**src/rtl/sram_arb_ctrl.sv**
```systemverilog
// Two-requester round-robin arbiter and strobe sequencer for a 16-bit asynchronous SRAM.
// Define SRAM_ARB_FIXED_PRIO_EN to make requester A always win simultaneous requests.
module sram_arb_ctrl #(
    parameter int unsigned ADDR_W   = 7,
    parameter int unsigned DATA_W   = 16,
    parameter int unsigned WAIT_CYC = 2
) (
    input  logic              clk,
    input  logic              rst_n,

    input  logic              a_req,
    input  logic              a_we,
    input  logic [ADDR_W-1:0] a_addr,
    input  logic [DATA_W-1:0] a_wdata,
    input  logic [1:0]        a_be,
    output logic              a_ack,
    output logic [DATA_W-1:0] a_rdata,

    input  logic              b_req,
    input  logic              b_we,
    input  logic [ADDR_W-1:0] b_addr,
    input  logic [DATA_W-1:0] b_wdata,
    input  logic [1:0]        b_be,
    output logic              b_ack,
    output logic [DATA_W-1:0] b_rdata,

    output logic              busy,

    output logic [ADDR_W-1:0] sram_addr,
    output logic [DATA_W-1:0] sram_dq_o,
    output logic              sram_dq_oe,
    input  logic [DATA_W-1:0] sram_dq_i,
    output logic              sram_ce_n,
    output logic              sram_oe_n,
    output logic              sram_we_n,
    output logic              sram_lb_n,
    output logic              sram_ub_n
);

    localparam int unsigned Half = DATA_W / 2;
    localparam logic [3:0] WaitLast = 4'(WAIT_CYC - 1);

    if (WAIT_CYC < 1 || WAIT_CYC > 15) begin : g_bad_wait
        $error("WAIT_CYC must be in 1..15");
    end

    typedef enum logic [1:0] {StIdle, StSetup, StAccess, StHold} state_e;

    state_e state_q, state_d;
    logic [3:0] cnt_q, cnt_d;
    logic we_q, we_d;
    logic [1:0] be_q, be_d;
    logic gnt_b_q, gnt_b_d;
    logic pick_b;

    logic a_ack_q, a_ack_d, b_ack_q, b_ack_d, busy_q, busy_d;
    logic [DATA_W-1:0] a_rdata_q, a_rdata_d, b_rdata_q, b_rdata_d;
    logic [ADDR_W-1:0] addr_q, addr_d;
    logic [DATA_W-1:0] dq_o_q, dq_o_d;
    logic dq_oe_q, dq_oe_d;
    logic ce_n_q, ce_n_d, oe_n_q, oe_n_d, we_n_q, we_n_d, lb_n_q, lb_n_d, ub_n_q, ub_n_d;
    logic [DATA_W-1:0] rd_masked;

`ifdef SRAM_ARB_FIXED_PRIO_EN
    assign pick_b = b_req && !a_req;
`else
    logic last_b_q, last_b_d;

    // On contention, serve whichever requester did not win last time.
    assign pick_b = b_req && (!a_req || !last_b_q);
`endif

    // Disabled byte lanes read back as zero.
    always_comb begin
        rd_masked = sram_dq_i;
        if (!be_q[0]) rd_masked[Half-1:0] = '0;
        if (!be_q[1]) rd_masked[DATA_W-1:Half] = '0;
    end

    always_comb begin
        state_d   = state_q;
        cnt_d     = cnt_q;
        we_d      = we_q;
        be_d      = be_q;
        gnt_b_d   = gnt_b_q;
        a_ack_d   = 1'b0;
        b_ack_d   = 1'b0;
        a_rdata_d = a_rdata_q;
        b_rdata_d = b_rdata_q;
        addr_d    = addr_q;
        dq_o_d    = dq_o_q;
        dq_oe_d   = dq_oe_q;
        ce_n_d    = ce_n_q;
        oe_n_d    = oe_n_q;
        we_n_d    = we_n_q;
        lb_n_d    = lb_n_q;
        ub_n_d    = ub_n_q;
`ifndef SRAM_ARB_FIXED_PRIO_EN
        last_b_d  = last_b_q;
`endif

        unique case (state_q)
            StIdle: begin
                if (a_req || b_req) begin
                    gnt_b_d = pick_b;
                    we_d    = pick_b ? b_we : a_we;
                    be_d    = pick_b ? b_be : a_be;
                    addr_d  = pick_b ? b_addr : a_addr;
                    if (we_d) dq_o_d = pick_b ? b_wdata : a_wdata;
                    dq_oe_d = we_d;
                    ce_n_d  = 1'b0;
                    lb_n_d  = ~be_d[0];
                    ub_n_d  = ~be_d[1];
`ifndef SRAM_ARB_FIXED_PRIO_EN
                    last_b_d = pick_b;
`endif
                    state_d = StSetup;
                end
            end
            StSetup: begin
                cnt_d = WaitLast;
                if (we_q) we_n_d = 1'b0;
                else      oe_n_d = 1'b0;
                state_d = StAccess;
            end
            StAccess: begin
                if (cnt_q == 4'd0) begin
                    oe_n_d = 1'b1;
                    we_n_d = 1'b1;
                    if (gnt_b_q) begin
                        b_ack_d = 1'b1;
                        if (!we_q) b_rdata_d = rd_masked;
                    end else begin
                        a_ack_d = 1'b1;
                        if (!we_q) a_rdata_d = rd_masked;
                    end
                    state_d = StHold;
                end else begin
                    cnt_d = cnt_q - 4'd1;
                end
            end
            StHold: begin
                // Release the bus one cycle after the strobes so data hold is met.
                ce_n_d  = 1'b1;
                lb_n_d  = 1'b1;
                ub_n_d  = 1'b1;
                dq_oe_d = 1'b0;
                state_d = StIdle;
            end
            default: state_d = StIdle;
        endcase

        busy_d = (state_d != StIdle);
    end

    always_ff @(posedge clk) begin
        if (!rst_n) begin
            state_q   <= StIdle;
            cnt_q     <= '0;
            we_q      <= 1'b0;
            be_q      <= 2'b00;
            gnt_b_q   <= 1'b0;
            a_ack_q   <= 1'b0;
            b_ack_q   <= 1'b0;
            a_rdata_q <= '0;
            b_rdata_q <= '0;
            busy_q    <= 1'b0;
            addr_q    <= '0;
            dq_o_q    <= '0;
            dq_oe_q   <= 1'b0;
            ce_n_q    <= 1'b1;
            oe_n_q    <= 1'b1;
            we_n_q    <= 1'b1;
            lb_n_q    <= 1'b1;
            ub_n_q    <= 1'b1;
`ifndef SRAM_ARB_FIXED_PRIO_EN
            last_b_q  <= 1'b1;
`endif
        end else begin
            state_q   <= state_d;
            cnt_q     <= cnt_d;
            we_q      <= we_d;
            be_q      <= be_d;
            gnt_b_q   <= gnt_b_d;
            a_ack_q   <= a_ack_d;
            b_ack_q   <= b_ack_d;
            a_rdata_q <= a_rdata_d;
            b_rdata_q <= b_rdata_d;
            busy_q    <= busy_d;
            addr_q    <= addr_d;
            dq_o_q    <= dq_o_d;
            dq_oe_q   <= dq_oe_d;
            ce_n_q    <= ce_n_d;
            oe_n_q    <= oe_n_d;
            we_n_q    <= we_n_d;
            lb_n_q    <= lb_n_d;
            ub_n_q    <= ub_n_d;
`ifndef SRAM_ARB_FIXED_PRIO_EN
            last_b_q  <= last_b_d;
`endif
        end
    end

    assign a_ack      = a_ack_q;
    assign b_ack      = b_ack_q;
    assign a_rdata    = a_rdata_q;
    assign b_rdata    = b_rdata_q;
    assign busy       = busy_q;
    assign sram_addr  = addr_q;
    assign sram_dq_o  = dq_o_q;
    assign sram_dq_oe = dq_oe_q;
    assign sram_ce_n  = ce_n_q;
    assign sram_oe_n  = oe_n_q;
    assign sram_we_n  = we_n_q;
    assign sram_lb_n  = lb_n_q;
    assign sram_ub_n  = ub_n_q;

endmodule

```
**config.mk**
```make
export PLATFORM = sky130hd
export DESIGN_NAME = sram_arb_ctrl
export DESIGN_NICKNAME = d
export VERILOG_FILES = /design/src/rtl/sram_arb_ctrl.sv
export SDC_FILE = /design/constraint.sdc
export NUM_CORES = 1
export LEC_CHECK = 0
export CORE_MARGIN = 2
export CORE_UTILIZATION = 34
export CTS_BUF_LIST = sky130_fd_sc_hd__clkbuf_2
export DETAILED_ROUTE_END_ITERATION = 6
export PLACE_DENSITY = 0.8
export SLEW_MARGIN = 20
export SYNTH_ARGS = -nofsm -noshare
export SYNTH_HDL_FRONTEND = slang
export SYNTH_SLANG_ARGS = --single-unit
```
**constraint.sdc**
```tcl
create_clock -name clk -period 1.8 [get_ports clk]
set_clock_uncertainty 0.1 [all_clocks]
set_input_delay 0.18 -clock clk [delete_from_list [all_inputs] [get_ports clk]]
set_output_delay 0.18 -clock clk [all_outputs]
set_load 0.005 [all_outputs]
```
# --- Word-level counts from Yosys, hierarchy flattened ---
# Cells that the tools add are included.
op_classes:
  add_sub_neg: 1
  mux: 26
  n_bitwise: 4
  n_reduce_logical: 19
  eq_ne: 8
ops:
  columns: ["op", "n"]
  rows:
  - ["16-bit 2-to-1 mux", 1]
  - ["8-bit 2-to-1 mux", 2]
  - ["1-bit case mux with 2 select lines", 6]
  - ["3-bit AND reduction", 4]
  - ["1-bit 2-to-1 mux", 10]
  - ["2-bit inequality test (second input constant)", 5]
  - ["2-bit case mux with 4 select lines", 1]
  - ["4-bit case mux with 2 select lines", 1]
  - ["4-bit AND reduction", 2]
  - ["7-bit 2-to-1 mux", 1]
  - ["2-bit 2-to-1 mux", 3]
  - ["2-bit AND reduction", 3]
  - ["2-bit nonzero test", 3]
  - ["2-bit == test (second input constant)", 2]
  - ["4-bit logical NOT", 1]
  - ["4-bit 2-to-1 mux", 1]
  - ["1-bit NOT", 4]
  - ["4-bit by 1-bit subtractor with 4-bit output (second input constant)", 1]
  - ["2-bit by 1-bit == test with 1-bit output (second input constant)", 1]
  - ["1-bit logical NOT", 2]
  - ["2-bit logical NOT", 1]
  - ["1-bit logical OR", 2]
  - ["1-bit logical AND", 1]
totals:
  out_inout_bits: 64
  ff_bits: 75
  input_bits: 72
  word_cells: 77

# --- Longest topological paths before layout ---
logic_depth:
  word_depth: 7
  mapped_depth: 8
  depth_no_buf: 6

# --- Worst setup path before layout ---
# OpenSTA, ideal clock, no wires.
synth_timing:
  kind: "register to register"
  startpoint: "register state_q[0]"
  endpoint: "register a_rdata_q[0], in the netlist a_rdata[0]"
  path_slack_ns: -0.091
  required_ns: 1.628
  path_stages_with_launch: 7
  arrival_time_ns: 1.719
  n_path_buf: 1
  period_less_slack_ns: 1.891
  setup_ns: 0.072
  path_cell_list: "dfxtp_1 -> inv_1 -> ha_1 -> nand4bb_1 -> nor3_2 -> buf_4 -> mux2i_1"
synth_via:
  elab_chain_cells: 2
synth_rtl:
  columns: ["item", "line", "text"]
  rows:
  - ["from (decl)", "49", "state_e state_q, state_d;"]
  - ["from (signal assigned)", "158", "state_q <= StIdle;"]
  - ["from (signal assigned)", "180", "state_q <= state_d;"]
  - ["2-bit == test", "102", "unique case (state_q)"]
  - ["4-bit AND reduction (no source line)", null, null]
  - ["to (signal assigned)", "187", "a_rdata_q <= a_rdata_d;"]
  - ["to (decl)", "57", "logic [DATA_W-1:0] a_rdata_q, a_rdata_d, b_rdata_q, b_rdata_d;"]
# No other way between the ends.
# A chain may end at the register's enable or synchronous reset.

# --- Worst setup path after layout ---
layout_timing:
  startpoint: "register cnt_q[0]"
  endpoint: "register b_rdata_q[3], in the netlist b_rdata[3]"
layout_via:
  elab_chain_cells: 2
layout_rtl:
  columns: ["item", "line", "text"]
  rows:
  - ["from (decl)", "50", "logic [3:0] cnt_q, cnt_d;"]
  - ["from (signal assigned)", "181", "cnt_q <= cnt_d;"]
  - ["4-bit logical NOT", "127", "if (cnt_q == 4'd0) begin"]
  - ["4-bit AND reduction (no source line)", null, null]
  - ["to (signal assigned)", "188", "b_rdata_q <= b_rdata_d;"]
  - ["to (decl)", "57", null]
# No other way between the ends.

==> results.ini <==
[setup_path]
crit_slowest_cell=dfxtp_1
cp_top_family=simple AND/OR/NAND/NOR gates
startpoint=cnt_q[0]
cp-end-kind=register
crit_type=register to register
path_cells=inv_1, ha_2, nand4bb_4, nor3b_4, buf_12, mux2i_1
worstPathMaxFanout=16
worst_path_largest_cell_delay_ps=360
r2r_cells=6
critPathLaunchType=register
rr_endpoint=b_rdata[3]
rr_startpoint=cnt_q[0]
cp.required_ps=2140
r2r_slack_ps=100
cp.buffers_inverters=2
cp.arrival_ps=2040

[floorplanning]
die-area_um2=10300
coreArea_um2=9240
die_x_um=102
die_h_um=102
rows=35
pin_count=136
initial_core_util=0.351

[timing]
drv_slew=0
period_share=0.945
finalSetupViolations=0
rsz0062_at_grt=false
max_freq_mhz=588
holdWs_ps=154
max_slew_margin=0.742
min_period_ps=1700
hold_viol_final=0
tightestPinTransition_ps=387

[routing]
first_pass_iters=4
drt_iter0_markers=85
dr_wl_met3_um=428
met1_length_um=3650
wl_per_cell_um=14.8
antenna_left=0
route.met2.wl_um=4590
vias=2966
totalWireLength_um=8910
drc=0
viasPerCell=4.91
top_layer=met4

[worst_hold_path]
worstHoldStart=sram_dq_i[5]
min_path_type=primary input to register
min_path_cells=3
holdPathEnd=b_rdata[5]

[power]
comb_power_share=0.378
switching_share=0.321
cellPowerDensity_nw_per_um2=1000
p_seq_frac=0.416
switchingPower_mw=1.62
p_clk_frac=0.206
p_leak_nw=1.96
p_int_mw=3.42
ir_drop_mv=0.450

[yosys]
syn_avg_cell_area_um2=9.79
synth_area_leaders=dfxtp_1, mux2i_1, nand3_1
synth-seq-cells=75
async_flop_share=0
netlist_instances=331
synth_top_area_cell=dfxtp_1
yosysSeqAreaShare=0.463
synth_flop_cell=dfxtp_1
synth_enable_flop_cells=0
ys_types=39
yosysWarnings=0
synth_top_area_share=0.463
syn_nets=409
synth_area_um2=3240

[placed_design]
io_buffers=135
place_congestion=0.802
dpl.hpwl_um=6460
dp_cells=588

[layout]
n_antenna_cell=0
drive_gt1_frac=0.0926
area_growth_pct=54.9
nets=549
finalNonFillerCells=604
regArea_um2=1510
final_common_cell=clkdlybuf4s50_1
fill_cells=821
multi_input_area_um2=1620
layout_common_cells=clkdlybuf4s50_1, dfxtp_1, mux2i_1

[run_status]
outcome=completed

[clock_network]
clk_pin_slew_ps=220
clk_path_buf_depth=2
cts.sink_count=75
cts_root_buf=clkbuf_2
clk_latency_ps=500
numCtsBuffers=9
cts_max_level=3
cts_tree=built

[grt]
overflow=0
grt_usage=0.171
grt_max_degree=92
grt_pass1_vias=2896
antenna_found_initial=0
grt_pass1_wl_um=13900

[flow_run]
max_cap_violations=0

[how the worst max path moves through the flow]
stage	end	slack, ps	depth (start not counted)
floorplan	b_rdata[10]	-20	7
global placement	we_q	-70	5
detailed placement	sram_dq_o[12]	-120	5
CTS	b_rdata[3]	7	6
global route	a_rdata[6]	2	1
finish	b_rdata[3]	100	6
[layer usage]
| metal | vias to the layer above | track usage |
|---|---|---|
| li1 | 1457 | - |
| met1 | 1410 | 0.197 |
| met2 | 78 | 0.287 |
| met3 | 21 | 0.0462 |
| met4 | 0 | 0.0967 |
| met5 | - | 0 |
[final cells by class]
type                    instances  area share
clock buffers                  10     0.00997
clock inverters                 5      0.0155
inverters                       5     0.00374
multi-input cells             224       0.324
flip-flops and latches         75       0.300
well taps                     129      0.0322
repair buffers                156       0.315
[synth_stat cells (2+ instances only)]
library cell and n:
buf_2 4, nand3_1 34, inv_1 5, a21oi_1 16
and2_1 4, buf_4 2, o21ai_0 15, nand2_1 39
nand2b_1 2, dfxtp_1 75, a31oi_1 2, nor2b_1 4
ha_1 6, clkbuf_1 16, nor3b_1 4, o32ai_1 2
o21a_1 3, buf_6 4, o211a_1 16, mux2i_1 58
nor3_1 2
[state kept, by name (all words and copies together), names as in the netlist, 2 cells and up]
name,count
cnt_q,4
state_q,2
sram_dq_o,16
a_rdata,16
sram_addr,7
be_q,2
b_rdata,16
[tightest hold or removal path: stages]
cell and delay (ps):
clkdlybuf4s50_1 400, nand3_1 100, mux2i_1 70
[power by group through the flow]
stage	clock network [mW]	registers, mW	logic, mW
2_1_floorplan	0	2.09	0.960
3_3_place_gp	0	2.12	1.80
3_5_place_dp	0	2.13	1.86
4_1_cts	1.07	2.09	1.87
5_1_grt	1.16	2.13	2.07
6_report	1.04	2.10	1.90
[kinds of logic after synthesis]
family,share of synthesized area
compound gates,0.132
xor+xnor,0.00270
fa+ha+maj,0.0232
buf+inv,0.0502
flops,0.463
mux,0.179
simple gates,0.149
[metrics by stage]
stage	worst slack [ps]	cell area, um^2	power, mW	utilization	TNS [ps]
after floorplan	-22.3	3250	3.05	-	-223
after global placement	-74.5	4850	3.92	0.525	-1220
after detailed placement	-117	4850	3.98	0.525	-1820
after CTS	6.78	4990	5.04	0.540	0
after global routing	1.70	5020	5.36	0.543	0
final	99.7	5020	5.04	0.543	0
[timing repair]
action / CTS / global route
hold endpoints to repair: 1 / 0
setup endpoints to repair: 0 / 45
hold buffers: 1 / 0
resized for setup: 0 / 7
buffers inserted: 0 / 0
(Power assumes the default switching activity.)
